**config.mk**
```make
export PLATFORM = sky130hd
export DESIGN_NAME = serv_mem_if_par
export DESIGN_NICKNAME = d
export VERILOG_FILES = /design/src/rtl/serv_mem_if_par.sv
export SDC_FILE = /design/constraint.sdc
export NUM_CORES = 1
export LEC_CHECK = 0
export ABC_AREA = 1
export CORE_UTILIZATION = 45
export CTS_BUF_LIST = sky130_fd_sc_hd__clkbuf_4 sky130_fd_sc_hd__clkbuf_8
export DETAILED_ROUTE_END_ITERATION = 8
export GPL_TIMING_DRIVEN = 0
export PLACE_DENSITY = 0.68
export SLEW_MARGIN = 20
export SYNTH_ARGS = -nofsm -noshare
export SYNTH_HDL_FRONTEND = slang
export SYNTH_SLANG_ARGS = --single-unit
```
**constraint.sdc**
```tcl
create_clock -name i_clk -period 7.7 [get_ports i_clk]
set_clock_uncertainty 0.05 [all_clocks]
set_input_delay 1.54 -clock i_clk [delete_from_list [all_inputs] [get_ports i_clk]]
set_output_delay 1.54 -clock i_clk [all_outputs]
set_load 0.02 [all_outputs]
```
**src/rtl/serv_mem_if_par.sv**
```systemverilog
// rtl/serv_mem_if_par.sv - bit-serial load/store unit with a Wishbone master
//
// Takes a serial address (rs1 + imm) and serial store data W bits per beat.
// It issues one single-beat Wishbone cycle, then returns load data serially.
//
// Parameters
//   W        serial width per beat (1, 2 or 4); N = 32/W beats per word
//   TIMEOUT  bus timeout in cycles, 0 disables it
// Ports
//   i_clk, i_rst          clock, synchronous active-high reset
//   i_start, i_we         start request (IDLE only) and store/load select
//   i_funct3              [1:0] size (00 byte, 01 half, 1x word), [2] unsigned load
//   i_rs1, i_imm, i_rs2   serial address operands and store data, LSB first
//   o_rd, o_rd_valid      serial load result, LSB first, and its beat strobe
//   o_busy, o_done        not-idle status, one-cycle completion pulse
//   o_misalign, o_err     sticky until next start: misaligned access, bus error/timeout
//   o_wb_*, i_wb_*        Wishbone master
module serv_mem_if_par #(
  parameter int W       = 1,
  parameter int TIMEOUT = 0
) (
  input  logic          i_clk,
  input  logic          i_rst,
  input  logic          i_start,
  input  logic          i_we,
  input  logic [2:0]    i_funct3,
  input  logic [W-1:0]  i_rs1,
  input  logic [W-1:0]  i_imm,
  input  logic [W-1:0]  i_rs2,
  output logic [W-1:0]  o_rd,
  output logic          o_rd_valid,
  output logic          o_busy,
  output logic          o_done,
  output logic          o_misalign,
  output logic          o_err,
  output logic [31:0]   o_wb_adr,
  output logic [31:0]   o_wb_dat,
  output logic [3:0]    o_wb_sel,
  output logic          o_wb_we,
  output logic          o_wb_cyc,
  input  logic [31:0]   i_wb_rdt,
  input  logic          i_wb_ack,
  input  logic          i_wb_err
);

  localparam int         N         = 32 / W;
  localparam logic [5:0] LAST_BEAT = 6'(N - 1);
  localparam logic [31:0] TO_LAST  = (TIMEOUT > 0) ? 32'(TIMEOUT - 1) : 32'd0;

  typedef enum logic [1:0] {IDLE, ADDR, BUS, RESULT} state_t;

  state_t      state;
  logic [5:0]  beat;
  logic        carry;
  logic [31:0] adr;
  logic [31:0] dat;
  logic [31:0] res;
  logic [31:0] to_cnt;
  logic [2:0]  f3;
  logic        we;

  logic        cin;
  logic [W:0]  sum;
  logic [31:0] adr_nxt;
  logic        misal;
  logic [15:0] lane;
  logic [31:0] ld_val;
  logic        to_hit;

  always_comb begin
    // Carry starts fresh on beat 0, which is the IDLE/start cycle.
    cin     = (state == IDLE) ? 1'b0 : carry;
    sum     = {1'b0, i_rs1} + {1'b0, i_imm} + {{W{1'b0}}, cin};
    // Address fills from the top so beat 0 ends up at bit 0 after N shifts.
    adr_nxt = {sum[W-1:0], adr[31:W]};
    misal   = f3[1] ? (adr_nxt[1:0] != 2'b00) : (f3[0] & adr_nxt[0]);

    // Selected byte/half lane, right-aligned, then sign- or zero-extended.
    lane = 16'(i_wb_rdt >> {adr[1:0], 3'b000});
    if (f3[1])
      ld_val = i_wb_rdt;
    else if (f3[0])
      ld_val = {{16{~f3[2] & lane[15]}}, lane[15:0]};
    else
      ld_val = {{24{~f3[2] & lane[7]}}, lane[7:0]};

    to_hit = (TIMEOUT > 0) && (to_cnt == TO_LAST);
  end

  always_comb begin
    o_wb_sel = 4'b0000;
    if (f3[1])
      o_wb_sel = 4'b1111;
    else if (f3[0])
      o_wb_sel = adr[1] ? 4'b1100 : 4'b0011;
    else
      o_wb_sel = 4'b0001 << adr[1:0];
  end

  assign o_wb_adr = {adr[31:2], 2'b00};
  assign o_wb_dat = f3[1] ? dat : (f3[0] ? {2{dat[15:0]}} : {4{dat[7:0]}});
  assign o_wb_we  = we;
  assign o_busy   = (state != IDLE);
  assign o_rd     = o_rd_valid ? res[W-1:0] : '0;

  always_ff @(posedge i_clk) begin
    o_done <= 1'b0;
    if (i_rst) begin
      state      <= IDLE;
      o_wb_cyc   <= 1'b0;
      o_rd_valid <= 1'b0;
      o_misalign <= 1'b0;
      o_err      <= 1'b0;
      carry      <= 1'b0;
      to_cnt     <= 32'd0;
      beat       <= 6'd0;
    end else begin
      case (state)
        IDLE: begin
          if (i_start) begin
            we         <= i_we;
            f3         <= i_funct3;
            o_misalign <= 1'b0;
            o_err      <= 1'b0;
            adr        <= adr_nxt;
            dat        <= {i_rs2, dat[31:W]};
            carry      <= sum[W];
            beat       <= 6'd1;
            state      <= ADDR;
          end
        end
        ADDR: begin
          adr   <= adr_nxt;
          dat   <= {i_rs2, dat[31:W]};
          carry <= sum[W];
          beat  <= beat + 6'd1;
          if (beat == LAST_BEAT) begin
            if (misal) begin
              o_misalign <= 1'b1;
              o_done     <= 1'b1;
              state      <= IDLE;
            end else begin
              o_wb_cyc <= 1'b1;
              to_cnt   <= 32'd0;
              state    <= BUS;
            end
          end
        end
        BUS: begin
          // Error outranks a simultaneous ack.
          if (i_wb_err || to_hit) begin
            o_wb_cyc <= 1'b0;
            o_err    <= 1'b1;
            o_done   <= 1'b1;
            state    <= IDLE;
          end else if (i_wb_ack) begin
            o_wb_cyc <= 1'b0;
            if (we) begin
              o_done <= 1'b1;
              state  <= IDLE;
            end else begin
              res        <= ld_val;
              o_rd_valid <= 1'b1;
              beat       <= 6'd0;
              state      <= RESULT;
            end
          end else begin
            to_cnt <= to_cnt + 32'd1;
          end
        end
        RESULT: begin
          res  <= {{W{1'b0}}, res[31:W]};
          beat <= beat + 6'd1;
          if (beat == LAST_BEAT) begin
            o_rd_valid <= 1'b0;
            o_done     <= 1'b1;
            state      <= IDLE;
          end
        end
        default: state <= IDLE;
      endcase
    end
  end

endmodule

```
==> impl_metrics.ini <==
[status]
outcome = completed

[detailed_routing]
drt_iter0_drc = 335
antenna_left = 0
drt-total-wl_mm = 14.2
routedWlPerCell_um = 15.6
drt_first_pass_iters = 5
drcViolationCount = 0
vias = 4506
viasPerCell = 4.95

[logic_synthesis]
yosys_most_used_dff = edfxtp_1
postSynthAreaPerCell_um2 = 9.54
mappedNetlistArea_um2 = 5620
synth_edf_count = 100
synth_cells = 589
yosysWarnings = 0
synth_cell_type_count = 37
synth-async-reset-ratio_pct = 0
seq_area_frac_synth_pct = 58.5
ys_ff_latch = 114

[clock_tree]
h-tree-depth = 4
clockBufferDepth = 2
clk_pin_slew_ns = 0.07
cts_buffers = 17
cts_sinks = 114
clk-insertion-delay-late_ns = 0.44
clockRootBuffer = clkbuf_8
postCtsSetupRepairBufs = 0
cts_tree = done
cts.repair.resized = 0
hold_buffers = 0

[worst_setup_path]
slowest_stage = clkdlybuf4s50_1
crit_type = register to primary output
arrival_ns = 2.39
required_ns = 6.11
crit_path_end_kind = primary output
start_kind = register
crit_start = f3[1]$_DFFE_PP_
cp_max_fo = 10
worstReg2RegStart = state[0]$_SDFFE_PP0P_
cp_cell_sequence = buf_4 -> inv_1 -> clkbuf_1 -> o21ai_0 -> clkdlybuf4s50_1
max_stage_delay_ns = 0.58

[floorplanning]
dieArea_um2 = 12900
io_pins = 120
die_h_um = 114
die_w_um = 114
std_cell_rows = 40
start_util_pct = 46.4
core_area_um2 = 12100

[sta]
setup_viol = 0
fin_crit_sh_pct = 51.7
slew_violations = 0
max_slew.worst_pin.slew_ns = 0.677
fin_crit_ns = 3.98
max_freq_mhz = 251
grt_setup_unrepaired = no
fin_tns_setup_ns = 0
hold_viol_final = 0
maxSlewHeadroom_pct = 54.6

[placement]
gp_congestion = 0.946
io_buffer_count = 117
placed_cell_area_um2 = 7100
hpwl_mm = 10.7

[finish]
diodes = 0
fin_util_pct = 61.7
seqCellArea_um2 = 3280
final_nets = 775
synthToLayoutAreaGrowth_pct = 33.0
layout-drive-gt1-share_pct = 15.2
nFillCells = 1057
fin_area_um2 = 7470
multiInputGateArea_um2 = 1680

[global_route]
grt.overflow.total = 0
grt_start_max_net_pins = 30
antenna_found_initial = 0
grt_pass1_vias = 4275
grt_first_pass_wirelength_mm = 21.9
grt_usage_pct = 22.9

[worst_hold_path]
hold_path.class = register to register
hp-start = adr[22]$_DFFE_PP_

[pwr]
power_density_nw_per_um2 = 209
leakagePower_nw = 3.04
power_w = 0.00156
vdd_ir_drop_max_mv = 0.137

[job]
cap_violations = 0
==> cell families after synthesis <==
family	Yosys count	share of synthesized area (%)
adder cells (fa/ha/maj)	2	0.579
flip-flops	114	58.5
other	1	0.0668
AND/OR/NAND/NOR	233	17.6
buffers and inverters	128	12.1
AO/OA/AOI/OAI	111	11.2
==> synthesized netlist by cell type (all sizes together), types with 2 or more instances <==
| library cell | instances | area, um2 |
|---|---|---|
| edfxtp | 100 | 3000 |
| nand3 | 18 | 90.1 |
| nand3b | 2 | 15.0 |
| inv | 63 | 236 |
| clkbuf | 12 | 45.0 |
| o221ai | 2 | 17.5 |
| nor3b | 2 | 15.0 |
| a21oi | 51 | 293 |
| nor2 | 54 | 229 |
| buf | 52 | 393 |
| nand2 | 152 | 611 |
| a22oi | 2 | 15.0 |
| o22ai | 5 | 31.3 |
| nor3 | 3 | 15.0 |
| dfxtp | 14 | 280 |
| o211ai | 5 | 37.5 |
| o21ai | 43 | 215 |
==> report_power, final <==
group	leakage, nW	internal, W	switching [W]
Combinational	1.79	0.000135	0.000164
Sequential	1.05	0.000722	0.0000210
Clock	0.194	0.000286	0.000232
Total	3.04	0.00114	0.000418
==> cell type report <==
class	instances	share of cell area, %
Timing Repair Buffer	120	16.7
Sequential cell	114	44.0
Inverter	64	3.22
Tap cell	168	2.81
Buffer	64	5.86
Multi-Input combinational cell	348	22.5
Clock buffer	28	4.66
Clock inverter	4	0.335
==> layout by cell type, fill, tap and decap left out, types with 3 or more instances in the layout <==
| cell | instances |
|---|---|
| nand2_1 | 146 |
| clkbuf_4 | 6 |
| o21ai_0 | 42 |
| clkbuf_1 | 12 |
| inv_1 | 58 |
| buf_6 | 5 |
| nor3_1 | 3 |
| clkdlybuf4s50_1 | 117 |
| nand3_1 | 18 |
| nor2_1 | 50 |
| clkbuf_8 | 22 |
| a21oi_1 | 41 |
| o211ai_1 | 5 |
| nand2_4 | 5 |
| o22ai_1 | 5 |
| dfxtp_1 | 14 |
| edfxtp_1 | 100 |
| a21oi_2 | 10 |
| buf_4 | 41 |
| buf_2 | 5 |
| inv_2 | 5 |
==> metal layers <==
metal,wire [um],share of wire [%],up-vias,track usage (%)
met5,0,0,-,0
met4,320,2.2,0,11.0
met3,791,5.6,23,6.00
met2,6880,48,161,37.0
met1,6240,44,2121,28.7
li1,-,-,2201,-
==> worst paths after layout <==
path	end	slack, ns	cells after the start
hold / removal	adr[21]$_DFFE_PP_	0.39	0
setup reg to reg	adr[9]$_DFFE_PP_	5.53	9
setup / recovery	o_wb_dat[12]	3.72	5
hold reg to reg	adr[21]$_DFFE_PP_	0.39	0
==> through the flow <==
| stage | std cells | worst slack, ns | hold slack [ns] |
|---|---|---|---|
| after CTS | 910 | 3.73 | 0.392 |
| after global routing | 910 | 3.55 | 0.402 |
| after detailed placement | 878 | 4.15 | 0.386 |
| after global placement | 875 | 1.16 | 0.381 |
| after floorplan | 590 | 2.73 | 0.376 |
| final | 910 | 3.72 | 0.385 |
==> state kept, by name, indices dropped and copies added (netlist names) <==
| register | cells |
|---|---|
| res | 32 |
| o_misalign | 1 |
| state | 2 |
| o_wb_we | 1 |
| dat | 32 |
| f3 | 3 |
| o_wb_cyc | 1 |
| carry | 1 |
| adr | 32 |
| o_done | 1 |
| o_rd_valid | 1 |
| beat | 6 |
| o_err | 1 |
==> worst max-delay path: cells and delay by family, from the launching register on <==
family,cells,cell delay (ns)
flops,1,0.35
buf+inv,4,1.34
compound gates,1,0.25
No activity file was read; power rests on OpenSTA's default activity.
